[src/rtl/pc_control_if.sv]
// pc_control_if
//   Groups the control, operand and result signals between the opcode decoder or
//   datapath and the program-counter / branch-resolution unit.
//   master : decoder/datapath side. It drives branch_en, branch, hlt, instr, rs_data,
//            flag_we and alu_flags, and it receives pc, pc_plus2, taken, halted and flags.
//   slave  : pc_control side. The directions are the reverse of the master.
interface pc_control_if #(
  parameter int WIDTH = 16
);
  logic             branch_en;
  logic             branch;
  logic             hlt;
  logic [WIDTH-1:0] instr;
  logic [WIDTH-1:0] rs_data;
  logic [2:0]       flag_we;
  logic [2:0]       alu_flags;
  logic [WIDTH-1:0] pc;
  logic [WIDTH-1:0] pc_plus2;
  logic             taken;
  logic             halted;
  logic [2:0]       flags;

  modport master (
    output branch_en, branch, hlt, instr, rs_data, flag_we, alu_flags,
    input  pc, pc_plus2, taken, halted, flags
  );

  modport slave (
    input  branch_en, branch, hlt, instr, rs_data, flag_we, alu_flags,
    output pc, pc_plus2, taken, halted, flags
  );
endinterface

[src/rtl/pc_control.sv]
// pc_control
//   Program counter and branch resolution for the single-cycle core. The module holds
//   the PC, the {N,Z,V} flag register and the run/halt state.
//   clk : core clock. All state updates on the rising edge.
//   rst : asynchronous, active-high reset. It sets pc=RESET_PC, flags=0 and state=RUN.
//   bus : pc_control_if.slave. The inputs are the decoder controls, instr, rs_data and
//         the ALU flag writes. The outputs are pc, pc_plus2, taken, halted and flags.
module pc_control #(
  parameter int               WIDTH    = 16,
  parameter logic [WIDTH-1:0] RESET_PC = '0
) (
  input  logic         clk,
  input  logic         rst,
  pc_control_if.slave  bus
);

  localparam int IMM_W = 9;

  typedef enum logic {
    ST_RUN    = 1'b0,
    ST_HALTED = 1'b1
  } state_t;

  state_t           state_q, state_d;
  logic [WIDTH-1:0] pc_q, pc_d;
  logic [2:0]       flags_q, flags_d;
  logic [2:0]       flags_wr;

  logic             flag_n, flag_z, flag_v;
  logic             cond_true;
  logic             taken;
  logic [WIDTH-1:0] pc_plus2;
  logic [WIDTH-1:0] imm_offset;
  logic [WIDTH-1:0] br_target;

  // Opcode bits above the condition field and bit 0 of the register target play no part here.
  logic unused_bits;
  assign unused_bits = ^{bus.instr[WIDTH-1:12], bus.rs_data[0]};

  assign flag_n = flags_q[2];
  assign flag_z = flags_q[1];
  assign flag_v = flags_q[0];

  // Conditions use the flags registered before this edge. A flag write in the same
  // cycle does not affect the branch decision in that cycle.
  always_comb begin
    cond_true = 1'b0;
    unique case (bus.instr[11:9])
      3'b000: cond_true = ~flag_z;
      3'b001: cond_true = flag_z;
      3'b010: cond_true = ~flag_z & ~flag_n;
      3'b011: cond_true = flag_n;
      3'b100: cond_true = flag_z | ~flag_n;   // Z=1 | (Z=0 & N=0)
      3'b101: cond_true = flag_n | flag_z;
      3'b110: cond_true = flag_v;
      3'b111: cond_true = 1'b1;
    endcase
  end

  assign taken      = bus.branch_en & cond_true & (state_q == ST_RUN);
  assign pc_plus2   = pc_q + WIDTH'(2);
  // Sign-extended imm9, scaled to a halfword offset. The extra LSB is the <<1.
  assign imm_offset = {{(WIDTH-IMM_W-1){bus.instr[IMM_W-1]}}, bus.instr[IMM_W-1:0], 1'b0};
  assign br_target  = {bus.rs_data[WIDTH-1:1], 1'b0};

  // Per-flag masked write. A bit with no write enable holds its value.
  for (genvar gi = 0; gi < 3; gi++) begin : g_flag_wr
    assign flags_wr[gi] = bus.flag_we[gi] ? bus.alu_flags[gi] : flags_q[gi];
  end

  always_comb begin
    state_d = state_q;
    pc_d    = pc_q;
    flags_d = flags_q;
    if (state_q == ST_RUN) begin
      flags_d = flags_wr;
      // hlt has priority. If branch_en arrives with it, the branch is ignored.
      if (bus.hlt) begin
        state_d = ST_HALTED;
      end else if (taken && bus.branch) begin
        pc_d = br_target;
      end else if (taken) begin
        pc_d = pc_plus2 + imm_offset;
      end else begin
        pc_d = pc_plus2;
      end
    end
  end

  always_ff @(posedge clk or posedge rst) begin
    if (rst) begin
      state_q <= ST_RUN;
      pc_q    <= RESET_PC;
      flags_q <= 3'b000;
    end else begin
      state_q <= state_d;
      pc_q    <= pc_d;
      flags_q <= flags_d;
    end
  end

  assign bus.pc       = pc_q;
  assign bus.pc_plus2 = pc_plus2;
  assign bus.taken    = taken;
  assign bus.halted   = (state_q == ST_HALTED);
  assign bus.flags    = flags_q;

endmodule

[src/flat_wrapper.sv]
// flat-port wrapper written by rule: the top's interface ports become plain ports
module pc_control_flat 
#(
  parameter int               WIDTH    = 16,
  parameter logic [WIDTH-1:0] RESET_PC = '0
)
  (clk, rst, bus_branch_en, bus_branch, bus_hlt, bus_instr, bus_rs_data, bus_flag_we, bus_alu_flags, bus_pc, bus_pc_plus2, bus_taken, bus_halted, bus_flags);
  pc_control_if #(.WIDTH(WIDTH)) bus_i ();
  input  logic clk;
  input  logic rst;
  input wire logic [$bits(bus_i.branch_en)-1:0] bus_branch_en;
  input wire logic [$bits(bus_i.branch)-1:0] bus_branch;
  input wire logic [$bits(bus_i.hlt)-1:0] bus_hlt;
  input wire logic [$bits(bus_i.instr)-1:0] bus_instr;
  input wire logic [$bits(bus_i.rs_data)-1:0] bus_rs_data;
  input wire logic [$bits(bus_i.flag_we)-1:0] bus_flag_we;
  input wire logic [$bits(bus_i.alu_flags)-1:0] bus_alu_flags;
  output wire logic [$bits(bus_i.pc)-1:0] bus_pc;
  output wire logic [$bits(bus_i.pc_plus2)-1:0] bus_pc_plus2;
  output wire logic [$bits(bus_i.taken)-1:0] bus_taken;
  output wire logic [$bits(bus_i.halted)-1:0] bus_halted;
  output wire logic [$bits(bus_i.flags)-1:0] bus_flags;
  assign bus_i.branch_en = bus_branch_en;
  assign bus_i.branch = bus_branch;
  assign bus_i.hlt = bus_hlt;
  assign bus_i.instr = bus_instr;
  assign bus_i.rs_data = bus_rs_data;
  assign bus_i.flag_we = bus_flag_we;
  assign bus_i.alu_flags = bus_alu_flags;
  assign bus_pc = bus_i.pc;
  assign bus_pc_plus2 = bus_i.pc_plus2;
  assign bus_taken = bus_i.taken;
  assign bus_halted = bus_i.halted;
  assign bus_flags = bus_i.flags;
  pc_control #(.WIDTH(WIDTH), .RESET_PC(RESET_PC)) u_core (.clk(clk), .rst(rst), .bus(bus_i));
endmodule
[config.mk]
export PLATFORM = sky130hd
export DESIGN_NAME = pc_control_flat
export DESIGN_NICKNAME = d
export VERILOG_FILES = /design/src/rtl/pc_control_if.sv /design/src/rtl/pc_control.sv /design/src/flat_wrapper.sv
export SDC_FILE = /design/constraint.sdc
export NUM_CORES = 1
export LEC_CHECK = 0
export ABC_AREA = 1
export BUFFER_PORTS_ARGS = -buffer_cell sky130_fd_sc_hd__buf_2
export CAP_MARGIN = 10
export CORE_ASPECT_RATIO = 0.6
export CORE_MARGIN = 10
export CORE_UTILIZATION = 35
export CTS_BUF_LIST = sky130_fd_sc_hd__clkbuf_8
export CTS_CLUSTER_SIZE = 24
export DETAILED_ROUTE_END_ITERATION = 8
export PLACE_DENSITY = 0.57
export REMOVE_ABC_BUFFERS = 1
export SYNTH_ARGS = -nofsm -noshare
export SYNTH_HDL_FRONTEND = slang
export SYNTH_SLANG_ARGS = --single-unit
[constraint.sdc]
create_clock -name clk -period 2.8 [get_ports clk]
set_clock_uncertainty 0.05 [all_clocks]
set_input_delay 0.56 -clock clk [delete_from_list [all_inputs] [get_ports clk]]
set_output_delay 0.56 -clock clk [all_outputs]
set_load 0.005 [all_outputs]
-- After elaboration in Yosys (flattened, before gate mapping)
Index checks and enable logic that the tools add are counted.
- bits in read-only memories: 0
- logic and storage cells: 34
- bits in registers: 20
- memories kept: 0
- bits in writable memories: 0
- bits in latches: 0
- output and inout bits: 37
- bits of input ports: 43
- add/subtract/negate cells: 2
- div/mod/pow operators: 0
- $lt $le $gt $ge: 0
- equal/unequal tests: 7
- bitwise gates (word level): 9
- shift-type cells: 0
- mux-type cells: 5
- reductions and logical operators: 6
- $mul: 0
- operators with widths (cell ; number):
    $mux 16 ; 2
    $add 16x16->16 ; 1
    $add 16x2->16 const B ; 1
    $eq 3x3->1 const B ; 4
    $pmux 1 s8 ; 1
    $reduce_and 2->1 ; 4
    $eq 3x2->1 const B ; 2
    $not 1->1 ; 4
    $and 1x1->1 ; 3
    $eq 3x1->1 const B ; 1
    $logic_not 3->1 ; 1
    $mux 1 ; 2
    $or 1x1->1 ; 2
    $logic_and 1x1->1 ; 1

-- Longest topological paths before layout
- depth after elaboration: 7
- depth in mapped cells: 20
- gate-level depth less buffers: 20

-- Worst setup path after synthesis
Ideal clock, no wire load.
- path kind: register to register
- start: reg u_core.pc_q[1], in the netlist u_core.bus.pc[1]
- end: reg u_core.pc_q[15], in the netlist u_core.bus.pc[15]
- setup time: 116 ps
- arrival time: 2304 ps
- slack: 330 ps
- required time: 2634 ps
- buffers on the path: 0
- stages on the path, launching flop included: 18
- clock period less this slack: 2470 ps
- cell sequence: dfrtp_1 ha_1 nand3_2 nor3_4 or2_2 nand2_1 inv_1 ha_1 nand2_1 nor2_1 and2_1 nand2_1 nand3_1 nand3_1 nand2_1 nand3_1 nand2_1 nand2_1
- cells in the longest elaborated chain, start to end: 4
- ends and longest elaborated chain (item ; line ; text):
    start, declared ; pc_control.sv:25 ; logic [WIDTH-1:0] pc_q, pc_d;
    start signal, assigned ; pc_control.sv:97 ; pc_q <= pc_d;
    $add 16x2->16 ; pc_control.sv:61 ; assign pc_plus2 = pc_q + WIDTH'(2);
    net bus_pc_plus2[7] ; flat_wrapper.sv:19 ; output wire logic [$bits(bus_i.pc_plus2)-1:0] bus_pc_plus2;
    $add 16x16->16 ; pc_control.sv:83 ; pc_d = pc_plus2 + imm_offset;
    $mux 16 ; pc_control.sv:82 ; end else if (taken) begin
    $mux 16 ; pc_control.sv:80 ; end else if (taken && bus.branch) begin
The timed path passes the listed nets, and every way through them passes these cells.
A chain may end at the register's enable or synchronous reset.

-- Worst setup path after layout
- start: reg u_core.pc_q[2], in the netlist u_core.bus.pc[2]
- end: reg u_core.pc_q[15], in the netlist u_core.bus.pc[15]
- cells in the longest elaborated chain, start to end: 4
- ends and longest elaborated chain (item ; line):
    $add 16x2->16 * ; pc_control.sv:61
    $add 16x16->16 ; pc_control.sv:83
    $mux 16 * ; pc_control.sv:82
    $mux 16 * ; pc_control.sv:80
Every way passes the cells marked *; elsewhere a longest branch is shown, timed or not.

==> metrics.yaml <==
vias: 2693
root_buffer: "clkbuf_8"
die_h_um: 83.4
fin_hold_ws_ps: 376
hp-class: "in2async"
fp.dieArea_sq_um: 10500
diodes: 0
fmax_mhz: 375
grt-ovfl-total: 0
synth_seq_cells: 19
synth_cell_types: 35
ys_seq_area_frac: 0.203
die-width_um: 126
dr.pass1.iters: 4
core-area_sq_um: 6300
final_common_cell: "nand2_1"
fin_crit_ps: 2670
slew_violations: 0
ant_nets: 0
cp-end-kind: "flop"
avgViaCountPerCell: 4.92
ctsHoldBuffers: 0
clkTransAtPathRegs_ps: 80
grt_max_degree: 23
h-tree-depth: 1
rrSetupSlack_ps: 130
initial_core_util: 0.372
max_cap_viol_count: 0
drtIter0Drc: 173
finalSetupViolCount: 0
grt_pass1_wl_mm: 12.5
critical_path.startpoint_type: "flop"
synth_area_sq_um: 2340
route.detailed.drc: 0
cts.sink_count: 19
synthesis.instances: 380
dp_hpwl_mm: 6.63
outcome: "completed"
wirelength_mm: 8.03
antenna_found_initial: 0
cp.required_ps: 2900
syn_to_final_growth_pct: 29.6
r2r-start: "u_core.bus.pc[2]"
tightest_slew_ps: 765
cts.path.max_buffers: 2
power.leakage_nw: 1.66
hold_viol: 0
yosysWarnings: 0
post_drt_wl_per_cell_um: 14.7
nNetsFinal: 526
power.total_mw: 1.29
layout_common_cells: "104 x nand2_1, 72 x buf_2, 53 x inv_1"
grt_pass1_vias: 2535
critical_path_class: "reg2reg"
tns_ps: 0
grt_util_all_layers: 0.142
cts_tree: "yes"
routabilityCongestion: 0.850
timing.slew.headroom: 0.489
clock_latency_ps: 260
row_count: 22
p_per_area_nw_per_um2: 425
numCtsBuffers: 3
r2r_cells: 19
pin_count: 80
portBuffers: 72
path_max_fanout: 3
fillers: 668
r2r-end: "u_core.bus.pc[15]"
final_layout_size_suffix_gt1_frac: 0.300
period_share: 0.953
syn_area_per_cell_sq_um: 6.16
arrival_ps: 2770
peakVddDrop_mv: 0.199
## worst max-delay path, cell delays in order (launching register included)
cell     delay [ps]
dfrtp_1         400
ha_4            170
nand3_4         100
nor3_4          260
buf_6           140
nand4_1          70
nand2_1         110
inv_2            60
ha_1            310
nand2_2         110
nor2_2           50
buf_4           130
a21oi_2         120
nand2_1          60
nand2_1          70
nand3_1          70
nand2_1          70
nand3_1          60
nand2_1          70
nand2_1          60
## worst max-delay path by stage
stage | start | endpoint | slack (ps)
2_1_floorplan | u_core.bus.pc[1] | u_core.bus.pc[15] | 320
3_3_place_gp | u_core.bus.pc[3] | u_core.bus.pc[15] | 30
3_5_place_dp | u_core.bus.pc[3] | u_core.bus.pc[15] | 20
4_1_cts | u_core.bus.pc[1] | u_core.bus.pc[15] | 30
5_1_grt | u_core.bus.pc[1] | u_core.bus.pc[10] | -7
6_report | u_core.bus.pc[2] | u_core.bus.pc[15] | 130
## flip-flops by register name, summed over array words and instances, names as in the netlist
signal,flops
u_core.bus.flags,3
u_core.bus.halted,1
u_core.bus.pc,15
## cells in the mapped netlist
cell type  number  share of area
nor2_8          1         0.0085
ha_1           18          0.096
o21bai_1        3         0.0096
or2_2           3         0.0080
o21ai_1         9          0.019
nand3_1        31          0.066
and2_1          1         0.0027
inv_2           3         0.0048
xnor2_1         3          0.011
a21o_1          1         0.0032
dfrtp_1        19           0.20
nor2_4          2         0.0096
clkbuf_4        1         0.0032
fa_1            1         0.0085
nand3_2         1         0.0043
nand2_2         1         0.0027
o21ai_0        12          0.026
buf_6           2         0.0096
nor3_1          2         0.0043
a31oi_1         4          0.011
nand2_1       109           0.17
conb_1          1         0.0016
a31o_2          1         0.0037
inv_1          56          0.090
a21oi_1        25          0.053
nor2_1         41          0.066
nor3_2          2         0.0085
nor3_4          1         0.0069
nand4_1         8          0.021
or2_0           1         0.0027
inv_6           1         0.0037
nand2_4         1         0.0048
nor2_2          2         0.0053
buf_4           4          0.013
xor2_1          9          0.034
## layer usage
layer	share of wire	routed length, um	vias to the layer above	track usage
met4	0.0042	34	0	0.0155
met3	0.054	434	6	0.0349
met5	0	0	-	0
met2	0.40	3200	80	0.199
li1	-	-	1385	-
met1	0.54	4370	1222	0.213
## logic make-up after synthesis
group | after synthesis | synth area share
adder cells (fa/ha/maj) | 19 | 0.105
buffers and inverters | 67 | 0.124
AO/OA/AOI/OAI | 55 | 0.126
flip-flops | 19 | 0.203
XOR/XNOR | 12 | 0.0449
other | 1 | 0.00160
AND/OR/NAND/NOR | 207 | 0.396
## power by group
part	total [mW]	internal [mW]	switching, mW
Clock	0.197	0.0992	0.0981
Sequential	0.347	0.308	0.0391
Combinational	0.746	0.309	0.437
## cell type report
| class | instances | area, sq um | area share |
|---|---|---|---|
| repair buffers | 85 | 462 | 0.152 |
| inverters | 60 | 230 | 0.0758 |
| clock inverters | 1 | 5.00 | 0.00165 |
| clock buffers | 3 | 41.3 | 0.0136 |
| well taps | 84 | 105 | 0.0346 |
| flip-flops and latches | 19 | 479 | 0.158 |
| multi-input cells | 295 | 1710 | 0.564 |
## repair_timing
| item | in CTS | in global routing |
|---|---|---|
| buffers inserted | 1 | 3 |
| pin swaps | 0 | 7 |
| resized for setup | 1 | 38 |
| setup endpoints to repair | 1 | 8 |
| hold endpoints to repair | 0 | 0 |
## stage by stage
stage	cell area, sq um	std cells	utilization	setup WS, ps
after floorplan	2290	374	-	323
after global placement	2820	539	0.447	34.4
after detailed placement	2820	539	0.447	19.8
after CTS	2880	544	0.456	26.5
after global routing	3040	547	0.482	-7.19
final	3040	547	0.482	131
Power figures use the tool's default switching activity.
